`src/rtl/control_sequencer_pkg.sv`:
```
// rtl/control_sequencer_pkg.sv - shared opcodes, state encoding and IR field positions
package cpu_ctrl_pkg;

    localparam logic [4:0] OP_ADD  = 5'b00000;
    localparam logic [4:0] OP_SUB  = 5'b00001;
    localparam logic [4:0] OP_AND  = 5'b00010;
    localparam logic [4:0] OP_NEG  = 5'b00011;
    localparam logic [4:0] OP_NOT  = 5'b00100;
    localparam logic [4:0] OP_OR   = 5'b00101;
    localparam logic [4:0] OP_HALT = 5'b11011;

    localparam int OPC_HI = 31;
    localparam int OPC_LO = 27;
    localparam int RA_LO  = 23;
    localparam int RB_LO  = 19;
    localparam int RC_LO  = 15;

    typedef enum logic [3:0] {
        ST_IDLE   = 4'd0,
        ST_T0     = 4'd1,
        ST_T1     = 4'd2,
        ST_T2     = 4'd3,
        ST_T3     = 4'd4,
        ST_T4     = 4'd5,
        ST_T5     = 4'd6,
        ST_HALTED = 4'd7,
        ST_FAULT  = 4'd8
    } state_t;

    function automatic logic is_binary(input logic [4:0] op);
        return (op == OP_ADD) || (op == OP_SUB) || (op == OP_AND) || (op == OP_OR);
    endfunction

    function automatic logic is_unary(input logic [4:0] op);
        return (op == OP_NEG) || (op == OP_NOT);
    endfunction

endpackage

```
`src/rtl/control_sequencer_if.sv`:
```
// rtl/control_sequencer_if.sv - control-strobe bus between sequencer (master) and datapath (slave)
interface control_sequencer_if #(
    parameter int NUM_REGS = 16
) ();
    logic                Start;
    logic [31:0]         IR;
    logic                Mem_ready;

    logic                PCout;
    logic                Zlowout;
    logic                MDRout;
    logic                MARin;
    logic                PCin;
    logic                MDRin;
    logic                IRin;
    logic                Yin;
    logic                ZLowIn;
    logic                IncPC;
    logic                Read;
    logic [4:0]          op_code;
    logic [NUM_REGS-1:0] Rin;
    logic [NUM_REGS-1:0] Rout;
    logic                Run;
    logic                Fault;

    modport master (
        input  Start, IR, Mem_ready,
        output PCout, Zlowout, MDRout, MARin, PCin, MDRin, IRin, Yin, ZLowIn,
               IncPC, Read, op_code, Rin, Rout, Run, Fault
    );

    modport slave (
        output Start, IR, Mem_ready,
        input  PCout, Zlowout, MDRout, MARin, PCin, MDRin, IRin, Yin, ZLowIn,
               IncPC, Read, op_code, Rin, Rout, Run, Fault
    );
endinterface

```
`src/rtl/reg_select_decoder.sv`:
```
// rtl/reg_select_decoder.sv - register-field to one-hot select with enable
module reg_select_decoder #(
    parameter int SEL_W    = 4,
    parameter int NUM_REGS = 16
) (
    input  logic                i_en,
    input  logic [SEL_W-1:0]    i_sel,
    output logic [NUM_REGS-1:0] o_onehot
);
    // Selectors beyond NUM_REGS-1 decode to no register at all.
    always_comb begin
        o_onehot = '0;
        for (int i = 0; i < NUM_REGS; i++) begin
            if (i_en && (int'(i_sel) == i)) begin
                o_onehot[i] = 1'b1;
            end
        end
    end
endmodule

```
`src/rtl/control_sequencer.sv`:
```
// rtl/control_sequencer.sv - hardwired Moore fetch/execute control unit
module control_sequencer
    import cpu_ctrl_pkg::*;
#(
    parameter int NUM_REGS   = 16,
    parameter int SEL_W      = 4,
    parameter int WAIT_LIMIT = 8
) (
    input  logic                 Clock,
    input  logic                 Clear,
    control_sequencer_if.master  bus
);
    localparam int CNT_W = $clog2(WAIT_LIMIT + 1);

    state_t              r_state;
    state_t              w_next;
    logic [CNT_W-1:0]    r_wait_cnt;
    logic [CNT_W-1:0]    w_wait_next;

    logic [4:0]          w_opc;
    logic [SEL_W-1:0]    w_ra;
    logic [SEL_W-1:0]    w_rb;
    logic [SEL_W-1:0]    w_rc;
    logic                w_unused_ir;

    logic                w_rin_en;
    logic                w_rout_en;
    logic [SEL_W-1:0]    w_rout_sel;
    logic [NUM_REGS-1:0] w_rin;
    logic [NUM_REGS-1:0] w_rout;

    assign w_opc       = bus.IR[OPC_HI:OPC_LO];
    assign w_ra        = bus.IR[RA_LO +: SEL_W];
    assign w_rb        = bus.IR[RB_LO +: SEL_W];
    assign w_rc        = bus.IR[RC_LO +: SEL_W];
    assign w_unused_ir = ^bus.IR[RC_LO-1:0];

    always_ff @(posedge Clock or posedge Clear) begin
        if (Clear) begin
            r_state    <= ST_IDLE;
            r_wait_cnt <= '0;
        end else begin
            r_state    <= w_next;
            r_wait_cnt <= w_wait_next;
        end
    end

    always_comb begin
        w_next      = r_state;
        w_wait_next = '0;
        case (r_state)
            ST_IDLE:   if (bus.Start) w_next = ST_T0;
            ST_T0:     w_next = ST_T1;
            ST_T1: begin
                if (bus.Mem_ready) begin
                    w_next = ST_T2;
                end else if (r_wait_cnt == CNT_W'(WAIT_LIMIT - 1)) begin
                    w_next = ST_FAULT;
                end else begin
                    w_wait_next = r_wait_cnt + 1'b1;
                end
            end
            ST_T2:     w_next = ST_T3;
            ST_T3: begin
                if (is_binary(w_opc))       w_next = ST_T4;
                else if (is_unary(w_opc))   w_next = ST_T5;
                else if (w_opc == OP_HALT)  w_next = ST_HALTED;
                else                        w_next = ST_FAULT;
            end
            ST_T4:     w_next = ST_T5;
            ST_T5:     w_next = bus.Start ? ST_T0 : ST_IDLE;
            ST_HALTED: w_next = ST_HALTED;
            ST_FAULT:  w_next = ST_FAULT;
            default:   w_next = ST_IDLE;
        endcase
    end

    always_comb begin
        bus.PCout   = 1'b0;
        bus.Zlowout = 1'b0;
        bus.MDRout  = 1'b0;
        bus.MARin   = 1'b0;
        bus.PCin    = 1'b0;
        bus.MDRin   = 1'b0;
        bus.IRin    = 1'b0;
        bus.Yin     = 1'b0;
        bus.ZLowIn  = 1'b0;
        bus.IncPC   = 1'b0;
        bus.Read    = 1'b0;
        bus.op_code = 5'b00000;
        w_rin_en    = 1'b0;
        w_rout_en   = 1'b0;
        w_rout_sel  = w_rb;
        case (r_state)
            ST_T0: begin
                bus.PCout  = 1'b1;
                bus.MARin  = 1'b1;
                bus.IncPC  = 1'b1;
                bus.ZLowIn = 1'b1;
            end
            ST_T1: begin
                // PC reload happens once; the read is held across memory wait cycles.
                bus.Zlowout = 1'b1;
                bus.PCin    = (r_wait_cnt == '0);
                bus.Read    = 1'b1;
                bus.MDRin   = 1'b1;
            end
            ST_T2: begin
                bus.MDRout = 1'b1;
                bus.IRin   = 1'b1;
            end
            ST_T3: begin
                if (is_binary(w_opc)) begin
                    w_rout_en = 1'b1;
                    bus.Yin   = 1'b1;
                end else if (is_unary(w_opc)) begin
                    w_rout_en   = 1'b1;
                    bus.op_code = w_opc;
                    bus.ZLowIn  = 1'b1;
                end
            end
            ST_T4: begin
                w_rout_en   = 1'b1;
                w_rout_sel  = w_rc;
                bus.op_code = w_opc;
                bus.ZLowIn  = 1'b1;
            end
            ST_T5: begin
                bus.Zlowout = 1'b1;
                w_rin_en    = 1'b1;
            end
            default: ;
        endcase
    end

    assign bus.Run   = (r_state != ST_IDLE) && (r_state != ST_HALTED) && (r_state != ST_FAULT);
    assign bus.Fault = (r_state == ST_FAULT);
    assign bus.Rin   = w_rin;
    assign bus.Rout  = w_rout;

    reg_select_decoder #(.SEL_W(SEL_W), .NUM_REGS(NUM_REGS)) u_rin_dec (
        .i_en     (w_rin_en),
        .i_sel    (w_ra),
        .o_onehot (w_rin)
    );

    reg_select_decoder #(.SEL_W(SEL_W), .NUM_REGS(NUM_REGS)) u_rout_dec (
        .i_en     (w_rout_en),
        .i_sel    (w_rout_sel),
        .o_onehot (w_rout)
    );
endmodule

```
`src/flat_wrapper.sv`:
```
// flat-port wrapper written by rule: the top's interface ports become plain ports
module control_sequencer_flat import cpu_ctrl_pkg::*;
#(
    parameter int NUM_REGS   = 16,
    parameter int SEL_W      = 4,
    parameter int WAIT_LIMIT = 8
)
  (Clock, Clear, bus_Start, bus_IR, bus_Mem_ready, bus_PCout, bus_Zlowout, bus_MDRout, bus_MARin, bus_PCin, bus_MDRin, bus_IRin, bus_Yin, bus_ZLowIn, bus_IncPC, bus_Read, bus_op_code, bus_Rin, bus_Rout, bus_Run, bus_Fault);
  control_sequencer_if #(.NUM_REGS(NUM_REGS)) bus_i ();
  input  logic Clock;
  input  logic Clear;
  input wire logic [$bits(bus_i.Start)-1:0] bus_Start;
  input wire logic [$bits(bus_i.IR)-1:0] bus_IR;
  input wire logic [$bits(bus_i.Mem_ready)-1:0] bus_Mem_ready;
  output wire logic [$bits(bus_i.PCout)-1:0] bus_PCout;
  output wire logic [$bits(bus_i.Zlowout)-1:0] bus_Zlowout;
  output wire logic [$bits(bus_i.MDRout)-1:0] bus_MDRout;
  output wire logic [$bits(bus_i.MARin)-1:0] bus_MARin;
  output wire logic [$bits(bus_i.PCin)-1:0] bus_PCin;
  output wire logic [$bits(bus_i.MDRin)-1:0] bus_MDRin;
  output wire logic [$bits(bus_i.IRin)-1:0] bus_IRin;
  output wire logic [$bits(bus_i.Yin)-1:0] bus_Yin;
  output wire logic [$bits(bus_i.ZLowIn)-1:0] bus_ZLowIn;
  output wire logic [$bits(bus_i.IncPC)-1:0] bus_IncPC;
  output wire logic [$bits(bus_i.Read)-1:0] bus_Read;
  output wire logic [$bits(bus_i.op_code)-1:0] bus_op_code;
  output wire logic [$bits(bus_i.Rin)-1:0] bus_Rin;
  output wire logic [$bits(bus_i.Rout)-1:0] bus_Rout;
  output wire logic [$bits(bus_i.Run)-1:0] bus_Run;
  output wire logic [$bits(bus_i.Fault)-1:0] bus_Fault;
  assign bus_i.Start = bus_Start;
  assign bus_i.IR = bus_IR;
  assign bus_i.Mem_ready = bus_Mem_ready;
  assign bus_PCout = bus_i.PCout;
  assign bus_Zlowout = bus_i.Zlowout;
  assign bus_MDRout = bus_i.MDRout;
  assign bus_MARin = bus_i.MARin;
  assign bus_PCin = bus_i.PCin;
  assign bus_MDRin = bus_i.MDRin;
  assign bus_IRin = bus_i.IRin;
  assign bus_Yin = bus_i.Yin;
  assign bus_ZLowIn = bus_i.ZLowIn;
  assign bus_IncPC = bus_i.IncPC;
  assign bus_Read = bus_i.Read;
  assign bus_op_code = bus_i.op_code;
  assign bus_Rin = bus_i.Rin;
  assign bus_Rout = bus_i.Rout;
  assign bus_Run = bus_i.Run;
  assign bus_Fault = bus_i.Fault;
  control_sequencer #(.NUM_REGS(NUM_REGS), .SEL_W(SEL_W), .WAIT_LIMIT(WAIT_LIMIT)) u_core (.Clock(Clock), .Clear(Clear), .bus(bus_i));
endmodule
```
`config.mk`:
```
export PLATFORM = sky130hd
export DESIGN_NAME = control_sequencer_flat
export DESIGN_NICKNAME = d
export VERILOG_FILES = /design/src/rtl/control_sequencer_pkg.sv /design/src/rtl/control_sequencer_if.sv /design/src/rtl/reg_select_decoder.sv /design/src/rtl/control_sequencer.sv /design/src/flat_wrapper.sv
export SDC_FILE = /design/constraint.sdc
export NUM_CORES = 1
export LEC_CHECK = 0
export CORE_ASPECT_RATIO = 1.1
export CORE_MARGIN = 1.5
export CORE_UTILIZATION = 29
export CTS_CLUSTER_SIZE = 24
export DETAILED_ROUTE_END_ITERATION = 10
export PLACE_DENSITY = 0.88
export SYNTH_ARGS = -nofsm -noshare
export SYNTH_HDL_FRONTEND = slang
export SYNTH_SLANG_ARGS = --single-unit
```
`constraint.sdc`:
```
create_clock -name Clock -period 1.4 [get_ports Clock]
set_input_delay 0.14 -clock Clock [delete_from_list [all_inputs] [get_ports Clock]]
set_output_delay 0.14 -clock Clock [all_outputs]
set_load 0.01 [all_outputs]
```
==> results of run 1 <==
==> kinds of logic (layout without fill, tap and decap cells) <==
group                    count (synthesis)  after routing  share of synthesized area
AND/OR/NAND/NOR                         87             87                     0.4384
buffers and inverters                   20            147                     0.1059
flip-flops                               8              8                     0.1970
multiplexers                             5              5                    0.05172
AO/OA/AOI/OAI                           26             26                     0.1736
adder cells (fa/ha/maj)                  2              2                    0.02463
XOR/XNOR                                 1              1                   0.008622
==> layout make-up <==
class | count | area, um2 | share of cell area
clock buffers | 3 | 22.52 | 0.009399
inverters | 11 | 41.29 | 0.01723
multi-input cells | 121 | 1042 | 0.4350
flip-flops and latches | 8 | 201.4 | 0.08407
well taps | 48 | 60.06 | 0.02507
repair buffers | 133 | 1028 | 0.4292
==> critical path, cell delays in order (launching register included) <==
cell and delay (ns):
sky130_fd_sc_hd__dfrtp_1 0.40, sky130_fd_sc_hd__and4bb_4 0.44, sky130_fd_sc_hd__mux2i_4 0.29, sky130_fd_sc_hd__buf_4 0.14, sky130_fd_sc_hd__nand3_2 0.10, sky130_fd_sc_hd__nor2_1 0.12, sky130_fd_sc_hd__buf_2 0.14
==> cell usage in the layout (no fill, tap or decap), types with 3 or more instances in the layout <==
cell type / n
sky130_fd_sc_hd__clkbuf_4: 3
sky130_fd_sc_hd__buf_2: 46
sky130_fd_sc_hd__and2_1: 4
sky130_fd_sc_hd__nor2_1: 23
sky130_fd_sc_hd__a31oi_2: 4
sky130_fd_sc_hd__nand3_4: 3
sky130_fd_sc_hd__buf_6: 24
sky130_fd_sc_hd__inv_1: 11
sky130_fd_sc_hd__dfrtp_1: 7
sky130_fd_sc_hd__nor3_4: 5
sky130_fd_sc_hd__nor2_2: 14
sky130_fd_sc_hd__nor3_2: 3
sky130_fd_sc_hd__nand2_1: 3
sky130_fd_sc_hd__buf_4: 43
sky130_fd_sc_hd__nand3b_1: 3
sky130_fd_sc_hd__clkdlybuf4s50_1: 17
sky130_fd_sc_hd__and3_1: 3
==> power groups by stage <==
| stage | registers, mW | logic, mW | clock network (mW) |
|---|---|---|---|
| final | 0.362 | 2.50 | 0.171 |
| after global routing | 0.369 | 2.69 | 0.195 |
| after CTS | 0.351 | 2.25 | 0.167 |
| after detailed placement | 0.350 | 1.61 | 0 |
| after global placement | 0.346 | 1.58 | 0 |
| after floorplan | 0.328 | 0.812 | 0 |
==> through the flow <==
step                hold slack (ns)  worst slack, ns  setup TNS, ns  instance area (um2)  instances
global placement             0.3926          -0.7816         -28.04                 1992        290
detailed placement           0.4105          -0.8225         -29.76                 1992        290
floorplan                  -0.04434          -0.1614         -1.894                 1057        149
global route                 0.1780          -0.7009         -28.05                 2396        324
CTS                          0.1495          -0.5797         -22.60                 2318        318
finish                       0.1555          -0.6097         -23.61                 2396        324
==> flip-flops by register name, summed over array words and instances, names as in the netlist <==
| name | cells |
|---|---|
| u_core.r_state | 4 |
| u_core.r_wait_cnt | 4 |
==> metal layers <==
layer | GRT usage | vias to the layer above | part of all wire | wire length [um]
met3 | 0.03393 | 10 | 0.083 | 376
li1 | - | 778 | - | -
met5 | 0 | - | 0 | 0
met4 | 0.08239 | 0 | 0.019 | 85
met2 | 0.4890 | 85 | 0.58 | 2624
met1 | 0.2083 | 769 | 0.32 | 1458
==> timing repair <==
| item | CTS | global route |
|---|---|---|
| endpoints found under the setup margin | 56 | 57 |
| endpoints found under the hold margin | 0 | 0 |
| buffers inserted | 26 | 7 |
| pin swaps | 26 | 19 |
| resized for setup | 236 | 60 |
| cloned | 1 | 0 |
==> path summary, 6_finish.rpt <==
check                                          start                   end  cells past startpoint
worst max-delay path               u_core.r_state[1]           bus_Rout[2]                      6
worst min register to register  u_core.r_wait_cnt[0]  u_core.r_wait_cnt[0]                      1
worst max register to register     u_core.r_state[2]     u_core.r_state[3]                      9
min in group Clock                        bus_IR[28]     u_core.r_state[2]                      5
max in group asynchronous                      Clear     u_core.r_state[0]                      2
worst min-delay path                           Clear     u_core.r_state[2]                      2
==> out/qor.txt, run 1 <==
====================================================================================================
Reg-to-reg slack, setup                                                                     -0.36 ns
Antenna diode instance count                                                                       0
Antenna Nets Post-Route                                                                            0
Clock tree from TritonCTS                                                                       done
Type of origin of the critical path                                                             flop
Share of async-settable or async-resettable flops after synthesis                              1.000
DIE HEIGHT                                                                                  65.08 um
Sw Pwr                                                                                      1.231 mW
Sw Ratio                                                                                      0.4055
Max Clock Skew                                                                           0.001675 ns
Required time of the critical path                                                           1.26 ns
Top cells by area in the synthesized netlist                                            sky130_fd_sc_hd__dfrtp_1 20%, sky130_fd_sc_hd__nor2_1 14%, sky130_fd_sc_hd__nor3_1 4.9%, sky130_fd_sc_hd__inv_1 4.1%, sky130_fd_sc_hd__a31oi_1 3.7%
Weighted congestion reported at the end of routability-driven placement                       0.8492
Clock-pin slew reported for the worst setup and hold paths after clock tree synthesis        0.05 ns
Synthesis-to-layout area growth                                                               135.8%
Aggregate routed wire length                                                                 4545 um
Finished Core Util                                                                            0.7194
Top-count cell post-synth                                                               sky130_fd_sc_hd__nor2_1
Post-layout worst setup margin                                                            -0.6097 ns
Row cnt                                                                                           22
Portion of the post-synthesis area used by sequential elements                                0.1970
Clock share of power                                                                           0.056
Final number of setup-violating endpoints                                                         57
Share of total power in sequential cells                                                       0.119
GR Overflow Total                                                                                  0
Via count of the first global-routing pass                                                      1720
DIE WIDTH                                                                                   59.44 um
Synth top area share                                                                          0.1970
Worst-case clock buffer depth                                                                      2
Root Driver                                                                             sky130_fd_sc_hd__clkbuf_4
Post-synth top cells                                                                    39 x sky130_fd_sc_hd__nor2_1, 11 x sky130_fd_sc_hd__inv_1, 10 x sky130_fd_sc_hd__nor3_1
Number of port buffers                                                                            70
Number of fillers in the final layout                                                            255
WL/cell                                                                                     14.03 um
Number of vias in the routed layout                                                             1642
I/O pin total                                                                                     86
Flip-flop and latch count after synthesis                                                          8
Leakage Power                                                                               1.142 nW
Initial core utilization                                                                      0.3050
Cell accounting for the most synthesized area                                           sky130_fd_sc_hd__dfrtp_1
Max IR drop VDD                                                                            0.5633 mV
Worst hold path type                                                                     in -> async
Kind of capture point of the worst setup path                                             output pin
Mapped Nets                                                                                      187
Pin count of the biggest net entering global routing                                              11
Power density cells                                                                      1267 nW/um2
Unrepaired setup endpoints after global routing                                                 true
Cts hold-fix bufs                                                                                  0
Number of levels in the clock H-tree                                                               1
Router iterations before antenna repair                                                            4
Critical Path AT                                                                             1.87 ns
Failing checks                                                                          negative setup slack
Post-synthesis average cell area                                                           6.819 um2
Main flop type after synthesis                                                          sky130_fd_sc_hd__dfrtp_1
CTS Sinks                                                                                          8
Placed wire-length estimate after detailed placement                                         2733 um
F_max                                                                                      497.6 MHz
Post-synth cell types                                                                             40
Clock buffers created by TritonCTS                                                                 3
Mapped Area                                                                                 1016 um2
Number of max-slew violations in the final report                                                  0
Comb pwr share                                                                                 0.825
Fin nets                                                                                         316
Number of enable-type register cells in the synthesized netlist                                    0
Post-route clock period utilization                                                            1.436
Time the worst path needs with I/O delays and setup                                         2.010 ns
Transition time at the pin with the least slew margin                                      0.5093 ns
Overall global routing resource usage                                                         0.2325
Critical setup path kind                                                                  reg -> out
Number of antenna violations at the first check in global routing                                  0
Worst-Skew Late Latency                                                                      0.25 ns
Tightest slew margin relative to the limit                                                    0.6517
Remaining DRCs                                                                                     0
Warnings from Yosys                                                                                0
Result of the run                                                                       finished with violations
Vias per Instance                                                                              5.068
Ratio of cells with drive above 1 in the final layout                                         0.6304
Largest fanout on the critical path                                                                6
Internal Power                                                                              1.805 mW
Count of max-cap constraint violations                                                             0
Violation count after the first detailed-routing iteration                                        45
Overall die area                                                                            3868 um2
First-pass GRT wire length                                                                   7120 um
Core Footprint                                                                              3331 um2
Final count of hold timing violations                                                              0
Final total power                                                                           3.036 mW
Post-synthesis instance total                                                                    149
====================================================================================================
No activity file was read; power rests on OpenSTA's default activity.
==> inputs of run 2 (changes only) <==
--- a/config.mk
+++ b/config.mk
@@ -6,7 +6,7 @@
 export NUM_CORES = 1
 export LEC_CHECK = 0
 export CORE_ASPECT_RATIO = 1.1
-export CORE_MARGIN = 1.5
+export CORE_MARGIN = 2
 export CORE_UTILIZATION = 29
 export CTS_CLUSTER_SIZE = 24
 export DETAILED_ROUTE_END_ITERATION = 10
==> run 2 against run 1 <==
The run still ends with negative setup slack left. Maximum frequency is 0.41% higher. Setup slack better by 0.0082 ns. Clock skew hardly changed. Total power is 4.9% lower. Sequential power is 5% lower. Final area hardly changed. Flip-flop and latch count stayed put. Final cell count is 0.62% lower. Worst hold slack worse by 0.019 ns.
==> out/qor.txt, run 2 (synthesized netlist as in run 1, its figures left out) <==
====================================================================================================
Core Footprint                                                                              3358 um2   +0.83%
Worst hold margin                                                                          0.1370 ns   -0.01854 ns
Worst-case clock buffer depth                                                                      2   unchanged
Max Clock Skew                                                                           0.001859 ns   +0.0001837 ns
Number of vias in the routed layout                                                             1557   -5.2%
Weighted congestion reported at the end of routability-driven placement                       0.8566   +0.87%
Synthesis-to-layout area growth                                                               135.7%   about the same
GR Layer Usage met2                                                                           0.4402   -0.04879
Unrepaired setup endpoints after global routing                                                 true
Router iterations before antenna repair                                                            4   unchanged
Antenna Nets Post-Route                                                                            0   unchanged
Registers with the most flip-flops                                                      u_core.r_state (4), u_core.r_wait_cnt (4)
Vias per Instance                                                                              4.835   -4.6%
GR met1 Demand/Resource                                                                       0.2217   +0.01341
Worst hold path type                                                                     in -> async
Post-route clock period utilization                                                            1.430   -0.005851
Time the worst path needs with I/O delays and setup                                         2.002 ns   -0.008191 ns
First-pass GRT wire length                                                                   6665 um   -6.4%
Number of levels in the clock H-tree                                                               1   unchanged
DIE HEIGHT                                                                                  66.08 um   +1.5%
Root Driver                                                                             sky130_fd_sc_hd__clkbuf_4
Required time of the critical path                                                           1.26 ns   about the same
Clock buffers created by TritonCTS                                                                 3   unchanged
Logic depth of the worst register-to-register path                                                 7   -2
Number of port buffers                                                                            70   unchanged
Top Usage Layer GRT                                                                             met2
Non-filler cells, final                                                                          322   -0.62%
Tightest slew margin relative to the limit                                                    0.6949   +0.04315
Final number of setup-violating endpoints                                                         57   unchanged
Remaining DRCs                                                                                     0   unchanged
Kind of capture point of the worst setup path                                             output pin
Overall global routing resource usage                                                         0.2137   -0.01871
Transition time at the pin with the least slew margin                                      0.4462 ns   -0.06310 ns
Fin nets                                                                                         314   -0.63%
Power density cells                                                                      1205 nW/um2   -4.9%
Overall die area                                                                            3993 um2   +3.2%
Critical Path AT                                                                             1.86 ns   about the same
Failing checks                                                                          negative setup slack
Number of max-slew violations in the final report                                                  0   unchanged
Initial core utilization                                                                      0.3025   -0.002500
Leakage Power                                                                               1.144 nW   +0.20%
WL/cell                                                                                     14.33 um   +2.1%
Type of origin of the critical path                                                             flop
Placed wire-length estimate after detailed placement                                         2811 um   +2.9%
Clock tree from TritonCTS                                                                       done
Count of max-cap constraint violations                                                             0   unchanged
Finished Core Util                                                                            0.7131   -0.006269
Clock-pin slew reported for the worst setup and hold paths after clock tree synthesis        0.05 ns   about the same
Antenna diode instance count                                                                       0   unchanged
Aggregate routed wire length                                                                 4613 um   +1.5%
Met3 Use GR                                                                                  0.01761   -0.01632
CTS Sinks                                                                                          8   unchanged
Pin count of the biggest net entering global routing                                              11   unchanged
GR Overflow Total                                                                                  0   unchanged
Row cnt                                                                                           22   unchanged
DIE WIDTH                                                                                   60.44 um   +1.7%
Violation count after the first detailed-routing iteration                                        54   +20%
Number of cells in the design after placement                                                    287   -1.0%
Via count of the first global-routing pass                                                      1510   -12%
Result of the run                                                                       finished with violations
Most common cell after layout, fill and taps aside                                      sky130_fd_sc_hd__buf_2
Post-layout worst setup margin                                                            -0.6015 ns   +0.008191 ns
Max IR drop VDD                                                                            0.4648 mV   -17%
Commonest cells after routing, fill and taps aside                                      46 x sky130_fd_sc_hd__buf_2, 40 x sky130_fd_sc_hd__buf_4, 24 x sky130_fd_sc_hd__buf_6
Number of antenna violations at the first check in global routing                                  0   unchanged
Cts hold-fix bufs                                                                                  0   unchanged
First element of the critical path                                                      u_core.r_state[3]
Final count of hold timing violations                                                              0   unchanged
Ratio of cells with drive above 1 in the final layout                                         0.6204   -0.009997
Worst-Skew Late Latency                                                                      0.24 ns   about the same
I/O pin total                                                                                     86   unchanged
Largest fanout on the critical path                                                                8   +2
F_max                                                                                      499.6 MHz   +0.41%
Critical setup path kind                                                                  reg -> out
R2r startpoint                                                                          u_core.r_state[0]
====================================================================================================
==> run 2: what timing repair did <==
| item | in CTS | in global routing |
|---|---|---|
| endpoints found under the hold margin | 0 | 0 |
| pin swaps | 36 | 19 |
| setup buffers | 24 | 11 |
| resized for setup | 266 | 31 |
| gates cloned | 0 | 0 |
| endpoints found under the setup margin | 56 | 57 |
==> run 2: metal layers <==
metal	vias up	wire, um
met5	-	0
met4	0	37
met3	4	299
met2	61	2622
met1	728	1653
li1	764	-
==> run 2: critical path, cell delays in order, from the launching register on <==
cell and delay (ns):
sky130_fd_sc_hd__dfrtp_1 0.41, sky130_fd_sc_hd__and4bb_4 0.35, sky130_fd_sc_hd__buf_4 0.13, sky130_fd_sc_hd__buf_8 0.13, sky130_fd_sc_hd__nor2_1 0.06, sky130_fd_sc_hd__a31oi_2 0.20
sky130_fd_sc_hd__buf_4 0.16, sky130_fd_sc_hd__nor2_1 0.04, sky130_fd_sc_hd__buf_2 0.13
==> run 2: stage by stage <==
step	TNS, ns	total power [mW]	cell area [um2]	worst slack [ns]
6_report	-22.64	2.886	2395	-0.6015
5_1_grt	-26.15	3.037	2395	-0.6517
4_1_cts	-18.25	2.600	2230	-0.5914
3_5_place_dp	-30.32	1.896	1969	-0.9069
3_3_place_gp	-28.44	1.858	1969	-0.8507
2_1_floorplan	-1.894	1.140	1057	-0.1614
==> run 2: power by group <==
group          switching, mW  total [mW]  internal (mW)
Sequential            0.0542       0.344          0.290
Clock                 0.0655       0.163         0.0972
Combinational           1.09        2.38           1.29
==> run 2: final cells by class <==
class | instances | area (um2)
Fill cell | 268 | 963.4
Sequential cell | 8 | 200.2
Timing Repair Buffer | 131 | 1027
Multi-Input combinational cell | 121 | 1044
Tap cell | 48 | 60.06
Inverter | 11 | 41.29
Clock buffer | 3 | 22.52
==> run 2: path summary, 6_finish.rpt <==
check                           slack (ns)              endpoint
min in group Clock                    0.36     u_core.r_state[2]
worst min-delay path                  0.14     u_core.r_state[2]
worst min register to register        0.52  u_core.r_wait_cnt[0]
max in group asynchronous             1.04  u_core.r_wait_cnt[0]
worst max register to register       -0.31     u_core.r_state[3]
worst max-delay path                 -0.60          bus_Rout[11]
==> inputs of run 3 (changes only) <==
--- a/config.mk
+++ b/config.mk
@@ -11,6 +11,7 @@
 export CTS_CLUSTER_SIZE = 24
 export DETAILED_ROUTE_END_ITERATION = 10
 export PLACE_DENSITY = 0.88
+export SLEW_MARGIN = 10
 export SYNTH_ARGS = -nofsm -noshare
 export SYNTH_HDL_FRONTEND = slang
 export SYNTH_SLANG_ARGS = --single-unit
==> results of run 3 <==
The final DEF is identical to that of run 2; final timing and power are the same.
